===== src/rtl/sat_ctr_pkg.sv =====
// Shared definitions for the saturating counter bank.
//   - sat_op_e    : per-channel operation selected for the current edge
//   - resolve_op  : maps the {clr, ld, inc, dec} request strobes to one operation
//   - DEF_*       : default parameter values used by sat_ctr_cell and sat_ctr_bank
package sat_ctr_pkg;

  localparam int DEF_N_CH    = 4;
  localparam int DEF_W       = 3;
  localparam int DEF_MAX     = 5;
  localparam int DEF_MIN     = 0;
  localparam int DEF_RST_VAL = 0;

  typedef enum logic [2:0] {
    OP_HOLD,
    OP_CLR,
    OP_LD,
    OP_INC,
    OP_DEC
  } sat_op_e;

  // Priority: clr > ld > (inc and dec cancel) > inc > dec > hold.
  function automatic sat_op_e resolve_op(input logic clr, input logic ld,
                                         input logic inc, input logic dec);
    sat_op_e op;
    if (clr)             op = OP_CLR;
    else if (ld)         op = OP_LD;
    else if (inc && dec) op = OP_HOLD;
    else if (inc)        op = OP_INC;
    else if (dec)        op = OP_DEC;
    else                 op = OP_HOLD;
    return op;
  endfunction

endpackage


===== src/rtl/sat_ctr_cell.sv =====
// One channel of the saturating counter bank: count register, range clamp,
// state-fault check, one-cycle error pulse and optional sticky overflow flag.
// Optional feature macro: SAT_CTR_OVF_FLAG_EN (adds the ovf port and register).
// Ports:
//   clk     in   rising-edge clock
//   rst     in   synchronous active-low reset
//   inc/dec in   increment / decrement request
//   clr     in   clear to RST_VAL
//   ld      in   load strobe, value on ld_val
//   ld_val  in   W-bit load value
//   count   out  registered counter value
//   at_max  out  count == MAX
//   at_min  out  count == MIN
//   err     out  registered one-cycle fault pulse
//   ovf     out  sticky overflow (only with SAT_CTR_OVF_FLAG_EN)
module sat_ctr_cell
  import sat_ctr_pkg::*;
#(
  parameter int W       = DEF_W,
  parameter int MAX     = DEF_MAX,
  parameter int MIN     = DEF_MIN,
  parameter int RST_VAL = DEF_RST_VAL
) (
  input  logic         clk,
  input  logic         rst,
  input  logic         inc,
  input  logic         dec,
  input  logic         clr,
  input  logic         ld,
  input  logic [W-1:0] ld_val,
  output logic [W-1:0] count,
  output logic         at_max,
  output logic         at_min,
`ifdef SAT_CTR_OVF_FLAG_EN
  output logic         ovf,
`endif
  output logic         err
);

  localparam logic [W-1:0] MaxW = W'(MAX);
  localparam logic [W-1:0] MinW = W'(MIN);
  localparam logic [W-1:0] RstW = W'(RST_VAL);

  logic [W-1:0] r_count;
  logic [W-1:0] w_count_nxt;
  logic         r_err;
  logic         w_err_nxt;
  logic         w_fault;
  logic [W:0]   w_inc_sum;
  logic [W:0]   w_dec_diff;
  sat_op_e      w_op;

`ifdef SAT_CTR_OVF_FLAG_EN
  logic r_ovf;
  logic w_ovf_nxt;
  assign ovf = r_ovf;
`endif

  assign w_op       = resolve_op(clr, ld, inc, dec);
  // Signed int compares so a zero MIN does not produce a constant unsigned test.
  assign w_fault    = (int'(r_count) > MAX) || (int'(r_count) < MIN);
  // One extra bit so neither direction can wrap before the clamp.
  assign w_inc_sum  = {1'b0, r_count} + {{W{1'b0}}, 1'b1};
  assign w_dec_diff = {1'b0, r_count} - {{W{1'b0}}, 1'b1};

  always_comb begin
    w_count_nxt = r_count;
    w_err_nxt   = 1'b0;
`ifdef SAT_CTR_OVF_FLAG_EN
    w_ovf_nxt   = r_ovf;
`endif
    if (w_op == OP_CLR) begin
      w_count_nxt = RstW;
`ifdef SAT_CTR_OVF_FLAG_EN
      w_ovf_nxt   = 1'b0;
`endif
    end else if (w_fault) begin
      // Corrupted state wins over every request except clear.
      w_count_nxt = RstW;
      w_err_nxt   = 1'b1;
    end else begin
      unique case (w_op)
        OP_LD: begin
          if (int'(ld_val) > MAX) begin
            w_count_nxt = MaxW;
            w_err_nxt   = 1'b1;
          end else if (int'(ld_val) < MIN) begin
            w_count_nxt = MinW;
            w_err_nxt   = 1'b1;
          end else begin
            w_count_nxt = ld_val;
          end
        end
        OP_INC: begin
          if (int'(w_inc_sum) > MAX) begin
            w_count_nxt = MaxW;
`ifdef SAT_CTR_OVF_FLAG_EN
            w_ovf_nxt   = 1'b1;
`endif
          end else begin
            w_count_nxt = w_inc_sum[W-1:0];
          end
        end
        OP_DEC: begin
          if ($signed(w_dec_diff) < MIN) w_count_nxt = MinW;
          else                           w_count_nxt = w_dec_diff[W-1:0];
        end
        default: ;
      endcase
    end
  end

  always_ff @(posedge clk) begin
    if (!rst) begin
      r_count <= RstW;
      r_err   <= 1'b0;
`ifdef SAT_CTR_OVF_FLAG_EN
      r_ovf   <= 1'b0;
`endif
    end else begin
      r_count <= w_count_nxt;
      r_err   <= w_err_nxt;
`ifdef SAT_CTR_OVF_FLAG_EN
      r_ovf   <= w_ovf_nxt;
`endif
    end
  end

  assign count  = r_count;
  assign err    = r_err;
  assign at_max = (r_count == MaxW);
  assign at_min = (r_count == MinW);

endmodule


===== src/rtl/sat_ctr_bank.sv =====
// Bank of N_CH independent saturating up/down counters clamped to [MIN, MAX].
// Optional feature macro: SAT_CTR_OVF_FLAG_EN (adds the per-channel sticky ovf port).
// Ports:
//   clk     in   rising-edge clock
//   rst     in   synchronous active-low reset
//   inc     in   [N_CH]    increment requests
//   dec     in   [N_CH]    decrement requests
//   clr     in   [N_CH]    clear to RST_VAL
//   ld      in   [N_CH]    load strobes
//   ld_val  in   [N_CH*W]  load values, channel i at [i*W +: W]
//   count   out  [N_CH*W]  counter values, same packing
//   at_max  out  [N_CH]    count == MAX
//   at_min  out  [N_CH]    count == MIN
//   err     out  [N_CH]    one-cycle fault pulse
//   ovf     out  [N_CH]    sticky overflow (only with SAT_CTR_OVF_FLAG_EN)
module sat_ctr_bank
  import sat_ctr_pkg::*;
#(
  parameter int N_CH    = DEF_N_CH,
  parameter int W       = DEF_W,
  parameter int MAX     = DEF_MAX,
  parameter int MIN     = DEF_MIN,
  parameter int RST_VAL = DEF_RST_VAL
) (
  input  logic              clk,
  input  logic              rst,
  input  logic [N_CH-1:0]   inc,
  input  logic [N_CH-1:0]   dec,
  input  logic [N_CH-1:0]   clr,
  input  logic [N_CH-1:0]   ld,
  input  logic [N_CH*W-1:0] ld_val,
  output logic [N_CH*W-1:0] count,
  output logic [N_CH-1:0]   at_max,
  output logic [N_CH-1:0]   at_min,
`ifdef SAT_CTR_OVF_FLAG_EN
  output logic [N_CH-1:0]   ovf,
`endif
  output logic [N_CH-1:0]   err
);

  if (N_CH < 1 || W < 2 || W > 8 || MIN < 0 || MIN >= MAX || MAX > (1 << W) - 1 ||
      RST_VAL < MIN || RST_VAL > MAX) begin : g_param_err
    $error("sat_ctr_bank: illegal parameter combination");
  end

  for (genvar i = 0; i < N_CH; i++) begin : g_ch
    sat_ctr_cell #(
      .W      (W),
      .MAX    (MAX),
      .MIN    (MIN),
      .RST_VAL(RST_VAL)
    ) u_cell (
      .clk   (clk),
      .rst   (rst),
      .inc   (inc[i]),
      .dec   (dec[i]),
      .clr   (clr[i]),
      .ld    (ld[i]),
      .ld_val(ld_val[i*W +: W]),
      .count (count[i*W +: W]),
      .at_max(at_max[i]),
      .at_min(at_min[i]),
`ifdef SAT_CTR_OVF_FLAG_EN
      .ovf   (ovf[i]),
`endif
      .err   (err[i])
    );
  end

endmodule

===== config.mk =====
export PLATFORM = sky130hd
export DESIGN_NAME = sat_ctr_bank
export DESIGN_NICKNAME = d
export VERILOG_FILES = /design/src/rtl/sat_ctr_pkg.sv /design/src/rtl/sat_ctr_cell.sv /design/src/rtl/sat_ctr_bank.sv
export SDC_FILE = /design/constraint.sdc
export NUM_CORES = 1
export LEC_CHECK = 0
export CAP_MARGIN = 20
export CORE_ASPECT_RATIO = 1.75
export CORE_UTILIZATION = 40
export CTS_BUF_LIST = sky130_fd_sc_hd__clkbuf_8
export DETAILED_ROUTE_END_ITERATION = 10
export DONT_BUFFER_PORTS = 1
export PLACE_DENSITY = 0.54
export RECOVER_POWER = 50
export SLEW_MARGIN = 25
export SYNTH_ARGS = -nofsm -noshare
export SYNTH_HDL_FRONTEND = slang
export SYNTH_SLANG_ARGS = --single-unit

===== constraint.sdc =====
create_clock -name clk -period 2.42 [get_ports clk]
set_clock_uncertainty 0.15 [all_clocks]
set_input_delay 0.605 -clock clk [delete_from_list [all_inputs] [get_ports clk]]
set_output_delay 0.605 -clock clk [all_outputs]
set_load 0.01 [all_outputs]

==> results of run 1 <==
## worst register-to-register path: stages (launching register included)
cell and delay (ns):
dfxtp_1 0.53, inv_1 0.16, ha_1 0.32, or4b_1 0.42, a21oi_1 0.14, o32ai_1 0.11, o21a_1 0.12, a21oi_2 0.12
## cells in the mapped netlist, types with 5 or more instances
cell and instances:
nor2_1 21, a21oi_1 17, dfxtp_1 16, ha_1 16
inv_1 13, nand2b_1 13, o21ai_0 13, buf_4 12
nand2_1 12, nor2b_1 8, nor3_1 8, clkbuf_1 6
o21ai_1 6, a211oi_1 5, and2_1 5, o211ai_1 5
## state kept, by name, indices dropped and copies added (netlist names)
signal,flops
g_ch.u_cell.count,12
g_ch.u_cell.err,4
## logic make-up after synthesis
| kind of cell | after synthesis | share of synthesized area |
|---|---|---|
| flops | 16 | 0.190 |
| simple gates | 87 | 0.286 |
| compound gates | 75 | 0.299 |
| fa+ha+maj | 16 | 0.119 |
| buf+inv | 33 | 0.105 |
## metrics by stage
stage | util | cell area [sq um] | total power, uW | hold WS (ns) | std cells
after floorplan | - | 1680 | 424 | 0.429 | 227
after global placement | 0.416 | 1640 | 433 | 0.430 | 258
after detailed placement | 0.416 | 1640 | 435 | 0.424 | 258
after CTS | 0.430 | 1690 | 681 | 0.351 | 262
after global routing | 0.427 | 1680 | 715 | 0.356 | 262
final | 0.427 | 1680 | 667 | 0.360 | 262
## cell type report
type | instances | area, sq um
flip-flops and latches | 16 | 320
multi-input cells | 178 | 1190
inverters | 13 | 48.8
repair buffers | 3 | 11.3
well taps | 48 | 60.1
clock buffers | 4 | 55.1
fillers | 420 | 2260
## report_power, final
part | total (uW) | internal, uW | leakage, uW | switching [uW]
sequential | 293 | 272 | 0.000130 | 21.2
clock | 238 | 144 | 0.0000288 | 94.3
combinational | 135 | 60.1 | 0.000418 | 75.1
## per-layer routing
metal	global-route usage	share of wire	up-vias
li1	-	-	787
met1	0.205	0.39	758
met2	0.335	0.53	57
met3	0.0260	0.048	10
met4	0.106	0.028	0
met5	0	0	-
## worst paths after layout
| check | start | endpoint | slack, ns | depth (start not counted) |
|---|---|---|---|---|
| worst min register to register | g_ch[1].u_cell.count[2]$_SDFFE_PP0P_ | g_ch[1].u_cell.err$_SDFF_PP0_ | 0.44 | 2 |
| worst min-delay path | rst | g_ch[1].u_cell.err$_SDFF_PP0_ | 0.36 | 2 |
| worst max register to register | g_ch[3].u_cell.count[0]$_SDFFE_PP0P_ | g_ch[3].u_cell.count[1]$_SDFFE_PP0P_ | 0.30 | 7 |
| worst max-delay path | g_ch[0].u_cell.count[0]$_SDFFE_PP0P_ | at_min[0] | 0.29 | 3 |
==> impl_metrics.env, run 1 <==
export IMPL_min_period_over_period=0.882
export IMPL_max_freq_mhz=469
export IMPL_path_cells="inv_1 > ha_1 > nor2b_1"
export IMPL_postCtsHoldBufs=0
export IMPL_cts_tree="done"
export IMPL_max_stage_delay_ns=0.56
export IMPL_clk_latency_ns=0.25
export IMPL_path_delay_family="flip-flops"
export IMPL_synth_seq_cells=16
export IMPL_clockBufferDepth=2
export IMPL_fp_row_count=30
export IMPL_cap_violations=0
export IMPL_cp_required_ns=1.66
export IMPL_grtUsageTotal=0.187
export IMPL_synth_top_area_cell="dfxtp_1"
export IMPL_drive_gt1_frac=0.0467
export IMPL_cts_buffers=3
export IMPL_wl_per_cell_um=15.4
export IMPL_grt_pass1_vias=1535
export IMPL_cp_slowest_cell="dfxtp_1"
export IMPL_die_h_um=87.8
export IMPL_first_pass_iters=4
export IMPL_syn2layout_area_growth_pct=-0.149
export IMPL_worstSetupPathType="reg2out"
export IMPL_fin_tns_setup_ns=0
export IMPL_min_period_ns=2.13
export IMPL_syn_cell_area_sq_mm=0.00168
export IMPL_viasPerCell=6.15
export IMPL_netlist_instances=227
export IMPL_finalHoldViolations=0
export IMPL_power_density_mw_per_mm2=397
export IMPL_design_core_area_sq_mm=0.00394
export IMPL_synth_nets=273
export IMPL_io_buffers=0
export IMPL_path_clk_slew_ns=0.07
export IMPL_ys_seq_area_frac=0.190
export IMPL_ant_nets=0
export IMPL_grt_overflow_total=0
export IMPL_status="finished, final reports clean"
export IMPL_vias=1612
export IMPL_diodes=0
export IMPL_tightest_slew_ns=0.519
export IMPL_final_common_cell="nor2_1"
export IMPL_final_nets=261
export IMPL_wirelength_mm=4.02
export IMPL_ys_async_sr_fraction=0
export IMPL_layout_setup_ws_ns=0.286
export IMPL_h_tree_depth=1
export IMPL_antenna_found_initial=0
export IMPL_slew_headroom=0.654
export IMPL_ctsRootBufferMaster="clkbuf_8"
export IMPL_first_iter_violations=42
export IMPL_synth_edf_count=0
export IMPL_ir_drop_mv=0.220
export IMPL_dpl_hpwl_mm=3.14
export IMPL_p_leak_uw=0.000577
export IMPL_drc=0
export IMPL_grt_max_degree=13
export IMPL_yosys_area_top_type_share=0.190
export IMPL_synth_flop_cell="dfxtp_1"
export IMPL_ios=54
export IMPL_setup_violations=0
export IMPL_dp_slack_ns=0.332
export IMPL_final_cell_mix="nor2_1 (21), a21oi_1 (17), ha_1 (16), dfxtp_1 (16), o21ai_0 (14)"
export IMPL_synth_cell_types=49
export IMPL_grt_first_pass_wirelength_mm=6.61
export IMPL_grt_setup_unrepaired="no"
export IMPL_yosys_top_cells_area="dfxtp_1 (19%), ha_1 (12%), buf_4 (5.3%)"
export IMPL_slew_viol_final=0
export IMPL_worst_setup_path_end_kind="primary output"
export IMPL_synth_area_per_cell_sq_um=7.42
export IMPL_hold_path_class="in2reg"
export IMPL_critical_path_buf_inv_count=1
export IMPL_cp_start_kind="flip-flop"
export IMPL_post_cts_resized=0
export IMPL_fp_dieW_um=51.1
export IMPL_clkSinkCount=16
export IMPL_place_congestion=0.861
export IMPL_die_area_sq_mm=0.00448
export IMPL_critPathMaxFanout=10
export IMPL_yosys_warnings=0
export IMPL_arrival_ns=1.38
export IMPL_start_util=0.427
export IMPL_post_cts_buffers=0
(Power assumes the default switching activity.)
==> run 2: changes to the inputs <==
--- a/config.mk
+++ b/config.mk
@@ -8,7 +8,7 @@
 export CAP_MARGIN = 20
 export CORE_ASPECT_RATIO = 1.75
 export CORE_UTILIZATION = 40
-export CTS_BUF_LIST = sky130_fd_sc_hd__clkbuf_8
+export CTS_BUF_LIST = sky130_fd_sc_hd__clkbuf_2
 export DETAILED_ROUTE_END_ITERATION = 10
 export DONT_BUFFER_PORTS = 1
 export PLACE_DENSITY = 0.54
==> run 2 against run 1 <==
Sequential share of layout area increased by 0.42 points. Design area decreased by 2.2%. Sequential power about the same. Critical path type unchanged. Wire length increased by 0.42%. Setup slack got worse by 0.075 ns. Global-route usage increased by 0.18 points. Register-to-register slack about the same. Die area unchanged. Via count increased by 0.37%. Final cell count unchanged.
==> impl_metrics.env, run 2 (synthesized netlist as in run 1, its figures left out) <==
export IMPL_antenna_found_initial=0
export IMPL_dpl_hpwl_mm=3.14
export IMPL_use_met3=0.0260
export IMPL_p_sw_uw=186
export IMPL_drc=0
export IMPL_tightest_slew_ns=0.516
export IMPL_largest_reg_flops=12
export IMPL_cp_required_ns=1.66
export IMPL_final_cells=262
export IMPL_combPwrFrac=0.244
export IMPL_gr_max_usage_layer="met2"
export IMPL_h_tree_depth=1
export IMPL_max_freq_mhz=453
export IMPL_syn2layout_area_growth_pct=-2.30
export IMPL_critPathMaxFanout=10
export IMPL_cap_violations=0
export IMPL_min_from="rst"
export IMPL_grt_pass1_vias=1536
export IMPL_first_iter_violations=41
export IMPL_first_pass_iters=4
export IMPL_ir_drop_mv=0.209
export IMPL_p_int_uw=369
export IMPL_post_route_util=0.417
export IMPL_fin_tns_setup_ns=0
export IMPL_cp_start_kind="flip-flop"
export IMPL_drive_gt1_frac=0.0421
export IMPL_ctsRootBufferMaster="clkbuf_2"
export IMPL_postCtsHoldBufs=0
export IMPL_fp_dieW_um=51.1
export IMPL_ant_nets=0
export IMPL_place_congestion=0.861
export IMPL_grt_setup_unrepaired="no"
export IMPL_cts_tree="done"
export IMPL_setup_violations=0
export IMPL_hold_path_class="in2reg"
export IMPL_final_cell_mix="nor2_1 (21), a21oi_1 (17), ha_1 (16), dfxtp_1 (16)"
export IMPL_r2r_end="g_ch[3].u_cell.count[1]$_SDFFE_PP0P_"
export IMPL_final_nets=261
export IMPL_placed_cells=258
export IMPL_num_fill_cells=424
export IMPL_final_common_cell="nor2_1"
export IMPL_reg2reg_depth=7
export IMPL_slew_viol_final=0
export IMPL_grt_first_pass_wirelength_mm=6.62
export IMPL_min_period_ns=2.21
export IMPL_wl_per_cell_um=15.4
export IMPL_post_cts_buffers=0
export IMPL_worstHoldEndpoint="g_ch[1].u_cell.err$_SDFF_PP0_"
export IMPL_grtUsageMet2=0.333
export IMPL_clk_latency_ns=0.29
export IMPL_start_util=0.427
export IMPL_viasPerCell=6.18
export IMPL_design_core_area_sq_mm=0.00394
export IMPL_power_share_clock=0.226
export IMPL_hold_depth=2
export IMPL_worst_setup_path_end_kind="primary output"
export IMPL_worstSetupPathType="reg2out"
export IMPL_grtUsageTotal=0.189
export IMPL_min_period_over_period=0.913
export IMPL_use_met1=0.206
export IMPL_grt_max_degree=13
export IMPL_status="finished, final reports clean"
export IMPL_diodes=0
export IMPL_die_area_sq_mm=0.00448
export IMPL_clockBufferDepth=2
export IMPL_ff2ff_setup_slack_ns=0.29
export IMPL_arrival_ns=1.45
export IMPL_r2r_start="g_ch[3].u_cell.count[0]$_SDFFE_PP0P_"
export IMPL_die_h_um=87.8
export IMPL_switching_share=0.335
export IMPL_cts_buffers=3
export IMPL_io_buffers=0
export IMPL_ios=54
export IMPL_power_density_mw_per_mm2=337
export IMPL_grt_overflow_total=0
export IMPL_finalHoldViolations=0
export IMPL_slew_headroom=0.656
export IMPL_clkSinkCount=16
export IMPL_path_clk_slew_ns=0.17
export IMPL_p_seq_frac=0.530
export IMPL_fp_row_count=30
export IMPL_vias=1618
export IMPL_wirelength_mm=4.04
export IMPL_p_leak_uw=0.000562
export IMPL_post_cts_resized=0
[run 2: cell types whose count changed in the layout (fill, tap and decap cells not counted)]
| cell | before | now |
|---|---|---|
| clkinv_1 | 0 | 1 |
| clkbuf_2 | 0 | 3 |
| o21ai_0 | 14 | 13 |
| o21ai_1 | 5 | 6 |
| clkbuf_8 | 4 | 0 |
[run 2: layer usage]
| layer | vias to the layer above | part of all wire |
|---|---|---|
| met5 | - | 0 |
| met4 | 0 | 0.027 |
| met3 | 8 | 0.049 |
| met2 | 61 | 0.54 |
| met1 | 764 | 0.39 |
| li1 | 785 | - |
[run 2: layout make-up]
| type | count | area, sq um | area share |
|---|---|---|---|
| multi-input combinational | 178 | 1190 | 0.721 |
| sequential | 16 | 320 | 0.195 |
| tap | 48 | 60.1 | 0.0365 |
| inverter | 13 | 48.8 | 0.0297 |
| clock buffer | 3 | 15.0 | 0.00913 |
| timing repair buffer | 3 | 11.3 | 0.00684 |
| clock inverter | 1 | 3.75 | 0.00228 |
[run 2: worst max-delay path, stage by stage (launching register included)]
cell and delay, ns:
dfxtp_1 0.59, inv_1 0.16, ha_1 0.25, nor2b_1 0.17
[run 2: worst max path at each step]
stage                     depth (start not counted)  slack [ns]                                 start                                    to
after floorplan                                   8        0.36  g_ch[3].u_cell.count[1]$_SDFFE_PP0P_  g_ch[3].u_cell.count[1]$_SDFFE_PP0P_
after detailed placement                          7        0.33  g_ch[3].u_cell.count[0]$_SDFFE_PP0P_  g_ch[3].u_cell.count[1]$_SDFFE_PP0P_
after global routing                              3        0.10  g_ch[0].u_cell.count[0]$_SDFFE_PP0P_                             at_min[0]
after CTS                                         3        0.19  g_ch[0].u_cell.count[0]$_SDFFE_PP0P_                             at_min[0]
final                                             3        0.21  g_ch[0].u_cell.count[0]$_SDFFE_PP0P_                             at_min[0]
after global placement                            7        0.36  g_ch[3].u_cell.count[0]$_SDFFE_PP0P_  g_ch[3].u_cell.count[1]$_SDFFE_PP0P_
[run 2: stage by stage]
step                instance area, sq um  hold slack (ns)  power [uW]  setup WS, ns
floorplan                           1680            0.429         424         0.362
detailed placement                  1640            0.424         435         0.332
finish                              1650            0.297         555         0.211
global route                        1650            0.263         600         0.100
global placement                    1640            0.430         433         0.360
CTS                                 1660            0.275         566         0.190
[run 2: power by group through the flow]
stage          Combinational, uW  Sequential (uW)  Clock, uW
6_report                     135              294        126
5_1_grt                      156              296        148
4_1_cts                      137              294        135
3_5_place_dp                 136              299          0
3_3_place_gp                 134              299          0
2_1_floorplan                131              293          0
==> run 3: changes to the inputs <==
--- a/config.mk
+++ b/config.mk
@@ -7,8 +7,10 @@
 export LEC_CHECK = 0
 export CAP_MARGIN = 20
 export CORE_ASPECT_RATIO = 1.75
+export CORE_MARGIN = 1.5
 export CORE_UTILIZATION = 40
 export CTS_BUF_LIST = sky130_fd_sc_hd__clkbuf_2
+export CTS_CLUSTER_SIZE = 10
 export DETAILED_ROUTE_END_ITERATION = 10
 export DONT_BUFFER_PORTS = 1
 export PLACE_DENSITY = 0.54
==> run 3 against run 2 <==
Hold slack lost 0.0062 ns. Clock power barely moved. Critical path type unchanged. Die area rose by 3.1%. Via count fell by 2.3%. Sequential share of layout area fell by 0.23 points. Combinational power is 4% higher. Register-to-register slack gained 0.22 ns. Largest power group unchanged. Largest cell class unchanged. First-iteration DRC count decreased by 34%. Highest routed layer unchanged.
==> impl_metrics.env, run 3 (synthesized netlist as in run 1, its figures left out) <==
export IMPL_clkSinkCount=16
export IMPL_cp_required_ns=1.66
export IMPL_min_period_ns=2.17
export IMPL_fp_dieW_um=52.1
export IMPL_ios=54
export IMPL_post_cts_buffers=0
export IMPL_p_leak_uw=0.000574
export IMPL_grt_overflow_total=0
export IMPL_critPathLaunch="g_ch[3].u_cell.count[0]$_SDFFE_PP0P_"
export IMPL_arrival_ns=1.41
export IMPL_ctsRootBufferMaster="clkbuf_2"
export IMPL_hold_path_class="in2reg"
export IMPL_power_density_mw_per_mm2=333
export IMPL_place_area_sq_mm=0.00166
export IMPL_slew_headroom=0.658
export IMPL_vias=1580
export IMPL_cts_buffers=3
export IMPL_grtUsageTotal=0.186
export IMPL_wl_per_cell_um=15.2
export IMPL_dpl_hpwl_mm=3.20
export IMPL_fp_row_count=31
export IMPL_num_fill_cells=473
export IMPL_finalHoldViolations=0
export IMPL_die_h_um=88.8
export IMPL_critPathCapture="at_max[3]"
export IMPL_diodes=0
export IMPL_ff2ff_setup_slack_ns=0.51
export IMPL_antenna_found_initial=0
export IMPL_final_cell_mix="nor2_1 (21), a21oi_1 (17), ha_1 (16), dfxtp_1 (16), o21ai_0 (14)"
export IMPL_min_period_over_period=0.897
export IMPL_multi_input_area_sq_mm=0.00119
export IMPL_clk_latency_ns=0.29
export IMPL_final_common_cell="nor2_1"
export IMPL_wirelength_mm=4.04
export IMPL_postCtsHoldBufs=0
export IMPL_r2r_end="g_ch[3].u_cell.count[0]$_SDFFE_PP0P_"
export IMPL_drive_gt1_frac=0.0507
export IMPL_post_cts_resized=0
export IMPL_fin_tns_setup_ns=0
export IMPL_design_core_area_sq_mm=0.00407
export IMPL_cts_tree="done"
export IMPL_io_buffers=0
export IMPL_regArea_sq_um=320
export IMPL_drc=0
export IMPL_grt_max_degree=13
export IMPL_p_total_uw=555
export IMPL_ant_nets=0
export IMPL_clockBufferDepth=2
export IMPL_ir_drop_mv=0.179
export IMPL_h_tree_depth=1
export IMPL_setup_violations=0
export IMPL_r2r_start="g_ch[3].u_cell.count[0]$_SDFFE_PP0P_"
export IMPL_reg2reg_depth=6
export IMPL_worstSetupPathType="reg2out"
export IMPL_first_iter_violations=27
export IMPL_grt_setup_unrepaired="no"
export IMPL_critPathMaxFanout=8
export IMPL_final_cells=266
export IMPL_tightest_slew_ns=0.512
export IMPL_first_pass_iters=4
export IMPL_worst_setup_path_end_kind="primary output"
export IMPL_cp_start_kind="flip-flop"
export IMPL_start_util=0.414
export IMPL_die_area_sq_mm=0.00462
export IMPL_postLayoutCellArea_sq_mm=0.00167
export IMPL_slew_viol_final=0
export IMPL_largest_reg_flops=12
export IMPL_grt_pass1_vias=1565
export IMPL_final_nets=264
export IMPL_path_clk_slew_ns=0.16
export IMPL_syn2layout_area_growth_pct=-1.11
export IMPL_max_freq_mhz=461
export IMPL_status="finished, final reports clean"
export IMPL_grt_first_pass_wirelength_mm=6.72
export IMPL_viasPerCell=5.94
export IMPL_place_congestion=0.748
export IMPL_placed_cells=262
export IMPL_cap_violations=0
export IMPL_hold_slack_ns=0.290
[run 3: cell types whose count changed in the layout (fill, tap and decap cells not counted)]
cell,change
buf_4,+2
o21ai_0,+1
clkbuf_1,+1
o21ai_1,-1
[run 3: per-stage QoR]
stage,setup slack (ns),util
3_5_place_dp,0.562,0.408
2_1_floorplan,0.362,-
5_1_grt,0.0739,0.409
3_3_place_gp,0.561,0.408
4_1_cts,0.205,0.413
6_report,0.250,0.409
[run 3: worst min-delay path by stage]
stage	cells past startpoint	endpoint	startpoint	slack, ns
floorplan	2	g_ch[1].u_cell.count[1]$_SDFFE_PP0P_	g_ch[1].u_cell.count[1]$_SDFFE_PP0P_	0.43
global placement	2	g_ch[0].u_cell.count[1]$_SDFFE_PP0P_	g_ch[0].u_cell.count[1]$_SDFFE_PP0P_	0.46
detailed placement	2	g_ch[0].u_cell.err$_SDFF_PP0_	g_ch[0].u_cell.count[1]$_SDFFE_PP0P_	0.47
CTS	2	g_ch[2].u_cell.err$_SDFF_PP0_	rst	0.26
global route	2	g_ch[2].u_cell.err$_SDFF_PP0_	rst	0.26
finish	2	g_ch[2].u_cell.err$_SDFF_PP0_	rst	0.29
[run 3: power breakdown]
| group | internal [uW] | total (uW) | switching (uW) |
|---|---|---|---|
| clock network | 35.9 | 124 | 88.4 |
| logic | 62.1 | 140 | 78.3 |
| registers | 273 | 290 | 17.3 |
| total | 371 | 555 | 184 |
[run 3: area by class of cell]
class,count,share of cell area
Inverter,13,0.0293
Clock inverter,1,0.00225
Multi-Input combinational cell,178,0.712
Tap cell,49,0.0368
Sequential cell,16,0.192
Clock buffer,3,0.00902
Timing Repair Buffer,6,0.0180
[run 3: per-layer routing]
layer / track usage / part of all wire
met1: 0.193 / 0.40
met2: 0.358 / 0.53
met3: 0.0253 / 0.057
met4: 0.0766 / 0.0099
met5: 0 / 0
[run 3: worst max-delay path: stages (launching register included)]
cell      delay [ns]
dfxtp_1         0.36
clkbuf_1        0.38
ha_1            0.22
and2_1          0.17
